File: config.mk
export PLATFORM = sky130hd
export DESIGN_NAME = sine_period_meter
export DESIGN_NICKNAME = d
export VERILOG_FILES = /design/src/rtl/sine_period_meter.sv
export SDC_FILE = /design/constraint.sdc
export NUM_CORES = 1
export LEC_CHECK = 0
export ABC_AREA = 1
export CORE_ASPECT_RATIO = 2
export CORE_UTILIZATION = 52
export CTS_CLUSTER_SIZE = 8
export DETAILED_ROUTE_END_ITERATION = 8
export HOLD_SLACK_MARGIN = 0.02
export PLACE_DENSITY_LB_ADDON = 0.1
export SLEW_MARGIN = 20
export SYNTH_ARGS = -nofsm -noshare
export SYNTH_HDL_FRONTEND = slang
export SYNTH_SLANG_ARGS = --single-unit
File: constraint.sdc
create_clock -name clk -period 4.93 [get_ports clk]
set_clock_uncertainty 0.15 [all_clocks]
set_input_delay 0.493 -clock clk [delete_from_list [all_inputs] [get_ports clk]]
set_output_delay 0.493 -clock clk [all_outputs]
set_load 0.05 [all_outputs]
File: src/rtl/sine_period_meter.sv
// Rising-midpoint-crossing period meter for offset-binary sine samples, with lock and loss-of-signal detect.
// Latency: period_out/period_valid/locked register 1 cycle after the crossing sample; timeout 1 cycle after the expiring sample.
// Backpressure: none; input is qualified by sample_valid only, and gaps in valid freeze all measurement state.
module sine_period_meter #(
  parameter int DW       = 16,
  parameter int MIDPOINT = 32768,
  parameter int HYST     = 1024,
  parameter int PW       = 16,
  parameter int LOCK_CNT = 4,
  parameter int TOL      = 1
) (
  input  logic          clk,
  input  logic          rst,
  input  logic          sample_valid,
  input  logic [DW-1:0] sample_in,
  output logic [PW-1:0] period_out,
  output logic          period_valid,
  output logic          locked,
  output logic          timeout
);

  localparam int MW = $clog2(LOCK_CNT + 1);

  // Thresholds are one bit wider than the sample so MIDPOINT+HYST cannot wrap.
  localparam logic [DW:0]   LO_TH     = (DW+1)'(MIDPOINT - HYST);
  localparam logic [DW:0]   HI_TH     = (DW+1)'(MIDPOINT + HYST);
  localparam logic [PW:0]   TOL_W     = (PW+1)'(TOL);
  localparam logic [MW-1:0] MATCH_MAX = MW'(LOCK_CNT);
  // Largest count that may still be held; one more non-crossing sample is loss of signal.
  localparam logic [PW-1:0] CNT_LAST  = {{(PW-1){1'b1}}, 1'b0};

  typedef enum logic [1:0] {
    ACQ  = 2'd0,
    LOW  = 2'd1,
    HIGH = 2'd2
  } state_t;

  state_t        state_q, state_d;
  logic          armed_q, armed_d;
  logic          skip_q, skip_d;          // next report is the first after arming: no match check
  logic [PW-1:0] cnt_q, cnt_d;
  logic [MW-1:0] match_cnt_q, match_cnt_d;
  logic [PW-1:0] prev_period_q, prev_period_d;
  logic [PW-1:0] period_out_q, period_out_d;
  logic          period_valid_q, period_valid_d;
  logic          locked_q, locked_d;
  logic          timeout_q, timeout_d;

  logic [DW:0]   samp_w;
  logic          is_lo;
  logic          is_hi;
  logic          rising;
  logic [PW-1:0] period_new;
  logic [PW:0]   delta;
  logic          match;
  logic [MW-1:0] match_inc;

  assign samp_w     = {1'b0, sample_in};
  assign is_lo      = (samp_w <= LO_TH);
  assign is_hi      = (samp_w >= HI_TH);
  assign rising     = (state_q == LOW) && is_hi;
  assign period_new = cnt_q + PW'(1);
  assign delta      = (period_new >= prev_period_q) ?
                      ({1'b0, period_new} - {1'b0, prev_period_q}) :
                      ({1'b0, prev_period_q} - {1'b0, period_new});
  assign match      = (delta <= TOL_W);
  assign match_inc  = (match_cnt_q == MATCH_MAX) ? MATCH_MAX : (match_cnt_q + MW'(1));

  // Next-state: hysteresis tracking, period counting, match/lock bookkeeping and loss-of-signal.
  always_comb begin
    state_d        = state_q;
    armed_d        = armed_q;
    skip_d         = skip_q;
    cnt_d          = cnt_q;
    match_cnt_d    = match_cnt_q;
    prev_period_d  = prev_period_q;
    period_out_d   = period_out_q;
    period_valid_d = 1'b0;
    locked_d       = locked_q;
    timeout_d      = 1'b0;

    if (sample_valid) begin
      case (state_q)
        ACQ:     if (is_lo) state_d = LOW;
        LOW:     if (is_hi) state_d = HIGH;
        HIGH:    if (is_lo) state_d = LOW;
        default: state_d = ACQ;
      endcase

      if (rising) begin
        // A crossing always wins over an expiring count.
        cnt_d = '0;
        if (!armed_q) begin
          armed_d = 1'b1;
          skip_d  = 1'b1;
        end else begin
          period_out_d   = period_new;
          period_valid_d = 1'b1;
          prev_period_d  = period_new;
          skip_d         = 1'b0;
          if (!skip_q) begin
            if (match) begin
              match_cnt_d = match_inc;
              locked_d    = (match_inc == MATCH_MAX);
            end else begin
              match_cnt_d = '0;
              locked_d    = 1'b0;
            end
          end
        end
      end else if (cnt_q == CNT_LAST) begin
        // No crossing within the measurable range: drop back to acquisition.
        timeout_d   = 1'b1;
        state_d     = ACQ;
        armed_d     = 1'b0;
        locked_d    = 1'b0;
        match_cnt_d = '0;
        cnt_d       = '0;
      end else begin
        cnt_d = cnt_q + PW'(1);
      end
    end
  end

  // State register with asynchronous reset.
  always_ff @(posedge clk or posedge rst) begin
    if (rst) begin
      state_q        <= ACQ;
      armed_q        <= 1'b0;
      skip_q         <= 1'b0;
      cnt_q          <= '0;
      match_cnt_q    <= '0;
      prev_period_q  <= '0;
      period_out_q   <= '0;
      period_valid_q <= 1'b0;
      locked_q       <= 1'b0;
      timeout_q      <= 1'b0;
    end else begin
      state_q        <= state_d;
      armed_q        <= armed_d;
      skip_q         <= skip_d;
      cnt_q          <= cnt_d;
      match_cnt_q    <= match_cnt_d;
      prev_period_q  <= prev_period_d;
      period_out_q   <= period_out_d;
      period_valid_q <= period_valid_d;
      locked_q       <= locked_d;
      timeout_q      <= timeout_d;
    end
  end

  assign period_out   = period_out_q;
  assign period_valid = period_valid_q;
  assign locked       = locked_q;
  assign timeout      = timeout_q;

endmodule

# Yosys cells after proc, flatten, opt, wreduce, memory -nomap -nowiden
# Index checks and enable logic that the tools add are counted.
word_totals:
  register_bits: 42
  in_bits: 19
  out_inout_bits: 19
classes:
  addsub: 4
  n_lt_le_gt_ge: 4
  n_eq_ne: 7
  n_mux: 27
  reduce_logical: 8
ops:
  columns: ["op", "n"]
  rows:
  - ["$sub 16x16->17", 2]
  - ["$mux 16", 2]
  - ["$mux 3", 6]
  - ["$le 17x1->1 const B", 1]
  - ["$mux 17", 1]
  - ["$add 16x1->16 const B", 1]
  - ["$eq 16x16->1 const B", 1]
  - ["$ge 16x16->1", 1]
  - ["$ge 16x16->1 const B", 1]
  - ["$le 16x15->1 const B", 1]
  - ["$mux 1", 13]
  - ["$mux 2", 4]
  - ["$eq 3x3->1 const B", 2]
  - ["$ne 2x2->1 const B", 2]
  - ["$pmux 2 s2", 1]
  - ["$reduce_and 2->1", 2]
  - ["$reduce_and 4->1", 1]
  - ["$add 3x1->3 const B", 1]
  - ["$reduce_and 3->1", 1]
  - ["$eq 2x1->1 const B", 1]
  - ["$eq 2x2->1 const B", 1]
  - ["$logic_not 2->1", 1]
  - ["$reduce_bool 2->1", 1]
  - ["$reduce_or 2->1", 1]
  - ["$logic_and 1x1->1", 1]

# Depth between registers and ports, before layout
# Gate-level depths: netlist (run 1).
logic_depth:
  word_depth: 8
  mapped_depth: 26
  mapped_depth_nobuf: 26

# Least setup slack after synthesis (run 1)
# OpenSTA, ideal clock, no wires.
synth_timing:
  path_kind: "register to register"
  startpoint: "reg cnt_q[0]"
  endpoint: "reg locked_q, in the netlist locked"
  setup_time_ns: 0.066
  arrival_ns: 3.276
  required_ns: 4.714
  slack_ns: 1.438
  stages_incl_launch_ff: 26
  n_path_buf: 2
  synth_period_minus_slack_ns: 3.492
  cell_sequence: "dfrtp_1 > inv_2 > nor3_1 > inv_1 > nor2_2 > nand4_2 > nor2_2 > nand4_1 > nor2_1 > xor2_1 > inv_1 > ha_1 > buf_2 > nand2_1 > nor2_1 > nand2_2 > nor2_4 > nor2_4 > nand2_4 > buf_6 > nand3_2 > o21ai_2 > nand3_2 > nor2_4 > nand4_1 > nand2_1"
synth_via:
  elab_chain_cells: 8
synth_rtl:
  columns: ["item", "line", "source"]
  rows:
  - ["start: declaration", "41", "logic [PW-1:0] cnt_q, cnt_d;"]
  - ["start signal: assignment", "142", "cnt_q <= cnt_d;"]
  - ["$add 16x1->16 *", "62", "assign period_new = cnt_q + PW'(1);"]
  - ["via period_new[0]", "53", "logic [PW-1:0] period_new;"]
  - ["$sub 16x16->17 (tied with other cells)", "65", "({1'b0, prev_period_q} - {1'b0, period_new});"]
  - ["$mux 17 *", "63", "assign delta = (period_new >= prev_period_q) ?"]
  - ["$le 17x1->1 *", "66", "assign match = (delta <= TOL_W);"]
  - ["$mux 1 *", "102", "if (match) begin"]
  - ["$mux 1 *", "101", "if (!skip_q) begin"]
  - ["$mux 1 *", "93", "if (!armed_q) begin"]
  - ["$mux 1 *", "90", "if (rising) begin"]
  - ["end signal: assignment", "147", "locked_q <= locked_d;"]
  - ["end: declaration", "46", "logic locked_q, locked_d;"]
# The timed path passes the listed nets; every way through them passes the cells marked *. The select of a mux whose other input is x is not followed.
# A chain may end at the register's enable or synchronous reset.

# Worst setup path in the final report (run 1)
layout_timing:
  startpoint: "reg cnt_q[0]"
  endpoint: "reg match_cnt_q[0]"
layout_via:
  elab_chain_cells: 8
layout_rtl:
  columns: ["item", "line", "source"]
  rows:
  - ["$add 16x1->16 *", "62", null]
  - ["via period_new[0]", "53", null]
  - ["$sub 16x16->17 (tied with other cells)", "65", null]
  - ["$mux 17 *", "63", null]
  - ["$le 17x1->1 *", "66", null]
  - ["$mux 3 *", "102", null]
  - ["$mux 3 *", "101", null]
  - ["$mux 3 *", "93", null]
  - ["$mux 3 *", "90", null]
  - ["end signal: assignment", "143", "match_cnt_q <= match_cnt_d;"]
  - ["end: declaration", "42", "logic [MW-1:0] match_cnt_q, match_cnt_d;"]
# Marks and branches as above.

==> results.yml, run 1 <==
outcome:
  outcome: "finished, final reports clean"
clock_network:
  clockBufferDepth: 2
  clk_latency_ns: 0.29
  cts.sinks: 42
  cts.clk_slew.worst_paths_ns: 0.06
  cts_root_buf: "clkbuf_16"
  cts_resized: 0
  post_cts_buffers: 0
  cts_made_buffers: 5
  postCtsHoldBufs: 0
  cts_tree: "yes"
  htree_levels: 2
synth:
  ys_warn_count: 0
  avgSynthCellArea_sq_um: 6.55
  syn-cell-area_sq_mm: 0.00418
  postSynth.asyncResetShare_pct: 100
  synth_xor_area_share_pct: 4.61
  synth_top_family_by_area: "simple AND/OR/NAND/NOR gates"
  yosys.area.top_type_share_pct: 25.1
  synth_compound_area_share_pct: 10.6
  syn-num-nets: 696
  syn_inst: 639
  synth-simple-area-share_pct: 35.6
  ys.flop_type: "dfrtp_1"
  ys_seq_area_share_pct: 25.1
  yosys_register_bits: 42
  yosys.area.top_type: "dfrtp_1"
  synthAdderAreaFrac_pct: 11.7
  ys_types: 43
  synth.area.mux_share_pct: 0
  synth_area_leaders: "dfrtp_1 25%, nand2_1 17%, ha_1 11%"
  synth_edf_count: 0
finish:
  layout-drive-gt1-share_pct: 7.28
  syn2layout_area_growth_pct: 14.9
  regArea_sq_mm: 0.00105
  layout_common_cells: "188 x nand2_1, 109 x inv_1, 46 x nor2_1"
  final_nets: 729
  num_antenna_cells: 0
  mostFrequentLayoutCell: "nand2_1"
  multi_input_area_sq_mm: 0.00262
  n_fill_cell: 780
detailed_routing:
  vias: 4163
  avgViaCountPerCell: 5.41
  drc_errors: 0
  wl_per_cell_um: 15.9
  route.antenna.remaining_nets: 0
  drt_wl_total_um: 12300
  drt-initial-drc-count: 276
  dr.pass1.iters: 4
floorplan:
  io_pins: 38
  num_rows: 46
  core_area_sq_mm: 0.00789
  dieHeight_um: 129
  die_area_sq_mm: 0.00843
  start_util_pct: 53.1
  fp.dieW_um: 65.4
global_routing:
  grtUsageTotal_pct: 30.8
  gr-total-overflow: 0
  antenna_found_initial: 0
  grt_pass1_wl_um: 19400
  first_global_vias: 4148
  grt_max_degree: 43
sta:
  final-hold-violation-count: 0
  finalSetupViolCount: 0
  period_share_pct: 88.0
  fin_crit_ns: 4.34
  fmax_mhz: 231
  maxSlewViolCount: 0
  fin_tns_setup_ns: 0
  tightest_slew_ns: 0.706
  rsz0062_at_grt: "no"
  max_slew_margin_pct: 52.8
placement:
  hpwl_um: 10100
  port_buffers: 37
  place_congestion: 0.930
job:
  cap_violations: 0
worst_setup_path:
  path_class: "reg2reg"
  crit_required_ns: 5.01
  cp-start-kind: "register"
  worstPathMaxFanout: 15
  critPathCaptureType: "register"
  worstPathArrival_ns: 4.41
hold_path:
  hold_class: "reg2reg"
-- cells in the mapped netlist, drive strengths merged, types with 6 or more instances --
library cell,number
nand2,199
ha,36
xor2,17
dfrtp,42
o22ai,12
nor4,6
inv,114
nand4,15
buf,8
nor2,57
a21oi,26
clkbuf,6
nand3,47
o21ai,29
-- cell families (layout without fill, tap and decap cells) --
kind of cell / after synthesis / in the layout
buffers and inverters: 128 / 162
AO/OA/AOI/OAI: 78 / 78
adder cells (fa/ha/maj): 38 / 38
flip-flops: 42 / 42
AND/OR/NAND/NOR: 331 / 331
XOR/XNOR: 22 / 22
-- path summary, 6_finish.rpt --
| path | startpoint | end | slack (ns) | cells after the start |
|---|---|---|---|---|
| max in group asynchronous | rst | cnt_q[15]$_DFFE_PP0P_ | 3.77 | 3 |
| worst max-delay path | cnt_q[0]$_DFFE_PP0P_ | match_cnt_q[0]$_DFFE_PP0P_ | 0.59 | 25 |
| worst min register to register | match_cnt_q[1]$_DFFE_PP0P_ | match_cnt_q[1]$_DFFE_PP0P_ | 0.38 | 2 |
| worst max register to register | cnt_q[0]$_DFFE_PP0P_ | match_cnt_q[0]$_DFFE_PP0P_ | 0.59 | 25 |
| min in group asynchronous | rst | period_valid$_DFF_PP0_ | 0.49 | 3 |
| worst min-delay path | match_cnt_q[1]$_DFFE_PP0P_ | match_cnt_q[1]$_DFFE_PP0P_ | 0.38 | 2 |
-- final cells by class --
class,instances,area share (%)
Timing Repair Buffer,40,8.17
Multi-Input combinational cell,469,54.5
Clock inverter,3,1.43
Tap cell,96,2.50
Sequential cell,42,21.9
Clock buffer,5,2.60
Inverter,114,8.96
-- stage by stage --
step	cell area (sq um)	util, %	setup slack [ns]	cells	hold slack [ns]
floorplan	4180	-	1.44	639	0.325
global placement	4610	58.5	0.814	761	0.350
detailed placement	4610	58.5	0.693	761	0.345
CTS	4810	60.9	0.670	769	0.374
global route	4810	60.9	0.178	769	0.400
finish	4810	60.9	0.594	769	0.381
-- critical path, cell delays in order (launching register included) --
cell     delay [ns]
dfrtp_1        0.42
inv_2          0.08
nor3_1         0.23
inv_1          0.09
nor2_2         0.14
nand4_2        0.15
nor2_2         0.21
nand4_1        0.18
nor2_1         0.15
xor2_1         0.31
inv_1          0.09
ha_1           0.45
nand2_1        0.17
nor2_1         0.17
nand2_2        0.10
nor2_4         0.13
nor2_4         0.07
nand2_4        0.18
inv_4          0.09
nand3_1        0.10
nand2_1        0.06
inv_1          0.05
nand2_1        0.05
nor2_2         0.22
nand4_1        0.13
nand2_1        0.07
-- state kept, by name, indices dropped and copies added, names as in the netlist --
signal and cells:
timeout 1, locked 1, armed_q 1, cnt_q 16, state_q 2, period_out 16, period_valid 1, match_cnt_q 3
skip_q 1
-- routing by layer --
| layer | vias up | global-route usage (%) | part of all wire [%] |
|---|---|---|---|
| met5 | - | 0 | 0 |
| met4 | 0 | 20.6 | 6.4 |
| met3 | 40 | 3.46 | 3.0 |
| met2 | 101 | 58.0 | 54 |
| met1 | 1931 | 30.3 | 37 |
| li1 | 2091 | - | - |
Power of run 1 is left out: the tool's default activity adds up to more than one toggle a clock period on the data nets, which glitch-free logic cannot reach.
==> run 2: changes to the inputs <==
Settings changed: CELL_PAD_IN_SITES_DETAIL_PLACEMENT set to 1, CELL_PAD_IN_SITES_GLOBAL_PLACEMENT set to 1, CORE_UTILIZATION 52 to 42.
==> run 2 against run 1 <==
- via count grew 1.1%
- critical path depth shrank 2
- setup slack lost 0.042 ns
- first-iteration DRC count shrank 57%
- routed wire length grew 15%
- core utilization shrank 11 points
- clock-buffer cell count grew 1
- non-clock buffer count is the same
- final cell count grew 4.6%
- flip-flop and latch count is the same
- largest cell class unchanged
- highest routed layer unchanged
==> results.yml, run 2 (same netlist as run 1, synthesis figures left out) <==
clock_network:
  post_cts_buffers: 0
  clockBufferDepth: 2
  cts_root_buf: "clkbuf_16"
  cts_made_buffers: 5
  postCtsHoldBufs: 0
  cts.sinks: 42
  cts.clk_slew.worst_paths_ns: 0.06
  cts_tree: "yes"
  cts_resized: 0
  clk_latency_ns: 0.28
  htree_levels: 2
placement:
  port_buffers: 37
  place_congestion: 0.884
  dp_cells: 797
  dp_worst_setup_slack_ns: 0.604
  hpwl_um: 11800
global_routing:
  grt_max_degree: 43
  grt_pass1_wl_um: 23000
  first_global_vias: 4718
  grtUsageTotal_pct: 29.4
  gr-total-overflow: 0
  antenna_found_initial: 0
worst_setup_path:
  timing.rr.end: "locked$_DFFE_PP0P_"
  cp-start-kind: "register"
  path_class: "reg2reg"
  critPathCaptureType: "register"
  path_cells: "inv_2 -> nor3_1 -> inv_1 -> nor2_2 -> nand4_2 -> nor2_2 -> nand4_1 -> nor2_1 -> xor2_1 -> inv_1 -> ha_1 -> inv_1 -> nor4_2 -> nand2_2 -> nand2_4 -> inv_4 -> nand2_1 -> nand2_1 -> nor2_1 -> nand3_1 -> nor2_4 -> nand4_1 -> nand2_1"
  crit_required_ns: 5.00
  worstPathMaxFanout: 15
  crit_family: "simple AND/OR/NAND/NOR gates"
  path_buf_inv: 5
  regToRegStartpoint: "cnt_q[0]$_DFFE_PP0P_"
  worstPathArrival_ns: 4.45
  ff2ff_setup_slack_ns: 0.55
  crit_path_max_incr_delay_ns: 0.43
  cp_slowest_cell: "dfrtp_1"
  rr_worst_depth: 23
floorplan:
  core_area_sq_mm: 0.00970
  io_pins: 38
  num_rows: 51
  die_area_sq_mm: 0.0104
  start_util_pct: 43.1
  dieHeight_um: 143
  fp.dieW_um: 72.6
finish:
  final_nets: 729
  fin_cells: 804
  num_antenna_cells: 0
  layout-drive-gt1-share_pct: 7.14
  layout_common_cells: "188 x nand2_1, 108 x inv_1, 46 x nor2_1"
  syn2layout_area_growth_pct: 15.3
  mostFrequentLayoutCell: "nand2_1"
  utilization_pct: 49.8
  n_fill_cell: 1314
detailed_routing:
  wl_per_cell_um: 17.5
  dr.pass1.iters: 4
  wl_met1_um: 4930
  drt_wl_total_um: 14100
  drt-initial-drc-count: 118
  highest_layer: "met4"
  avgViaCountPerCell: 5.24
  wl_met3_um: 173
  drc_errors: 0
  routed-wl-met2_um: 8060
  vias: 4209
  route.antenna.remaining_nets: 0
sta:
  max_slew_margin_pct: 52.5
  setup_ws_ns: 0.552
  final-hold-violation-count: 0
  finalSetupViolCount: 0
  maxSlewViolCount: 0
  fmax_mhz: 228
  rsz0062_at_grt: "no"
  fin_crit_ns: 4.38
  fin_tns_setup_ns: 0
  period_share_pct: 88.8
  tightest_slew_ns: 0.710
hold_path:
  hold_class: "reg2reg"
  whs_endpoint: "match_cnt_q[1]$_DFFE_PP0P_"
  hp-start: "match_cnt_q[1]$_DFFE_PP0P_"
  hold_path_depth: 2
job:
  cap_violations: 0
outcome:
  outcome: "finished, final reports clean"
[run 2: how the worst max path moves through the flow]
stage	start	endpoint	slack, ns	cells past startpoint
3_5_place_dp	cnt_q[0]$_DFFE_PP0P_	locked$_DFFE_PP0P_	0.60	23
2_1_floorplan	cnt_q[0]$_DFFE_PP0P_	locked$_DFFE_PP0P_	1.44	25
6_report	cnt_q[0]$_DFFE_PP0P_	locked$_DFFE_PP0P_	0.55	23
4_1_cts	cnt_q[0]$_DFFE_PP0P_	locked$_DFFE_PP0P_	0.56	23
3_3_place_gp	cnt_q[0]$_DFFE_PP0P_	locked$_DFFE_PP0P_	0.84	25
5_1_grt	cnt_q[0]$_DFFE_PP0P_	locked$_DFFE_PP0P_	0.16	23
[run 2: through the flow]
step | hold slack (ns) | cell area (sq um)
after floorplan | 0.325 | 4180
after global placement | 0.350 | 4660
after detailed placement | 0.369 | 4660
after CTS | 0.393 | 4830
after global routing | 0.405 | 4830
final | 0.396 | 4830
[run 2: cell type report]
type | count | area, sq um | share of cell area, %
inverter | 114 | 430 | 8.92
clock buffer | 6 | 139 | 2.88
tap | 132 | 165 | 3.42
multi-input combinational | 469 | 2620 | 54.2
clock inverter | 1 | 30.0 | 0.622
timing repair buffer | 40 | 393 | 8.14
sequential | 42 | 1050 | 21.8
[run 2: per-layer routing]
metal / track usage (%) / vias to the layer above
met3: 1.62 / 41
met5: 0 / -
met2: 57.6 / 75
li1: - / 2081
met1: 28.4 / 2012
met4: 18.7 / 0
[run 2: worst register-to-register path, stage by stage (launching register included)]
cell	delay, ns
dfrtp_1	0.43
inv_2	0.08
nor3_1	0.20
inv_1	0.10
nor2_2	0.16
nand4_2	0.15
nor2_2	0.20
nand4_1	0.17
nor2_1	0.15
xor2_1	0.38
inv_1	0.09
ha_1	0.42
inv_1	0.14
nor4_2	0.36
nand2_2	0.16
nand2_4	0.20
inv_4	0.09
nand2_1	0.07
nand2_1	0.05
nor2_1	0.11
nand3_1	0.13
nor2_4	0.15
nand4_1	0.09
nand2_1	0.08
Power of run 2 is left out for the same reason.
==> run 3: changes to the inputs <==
Settings changed: TNS_END_PERCENT set to 5.
==> results of run 3 <==
No change in the layout: final DEF, timing and power equal those of run 2.
Power of run 3 is left out for the same reason.
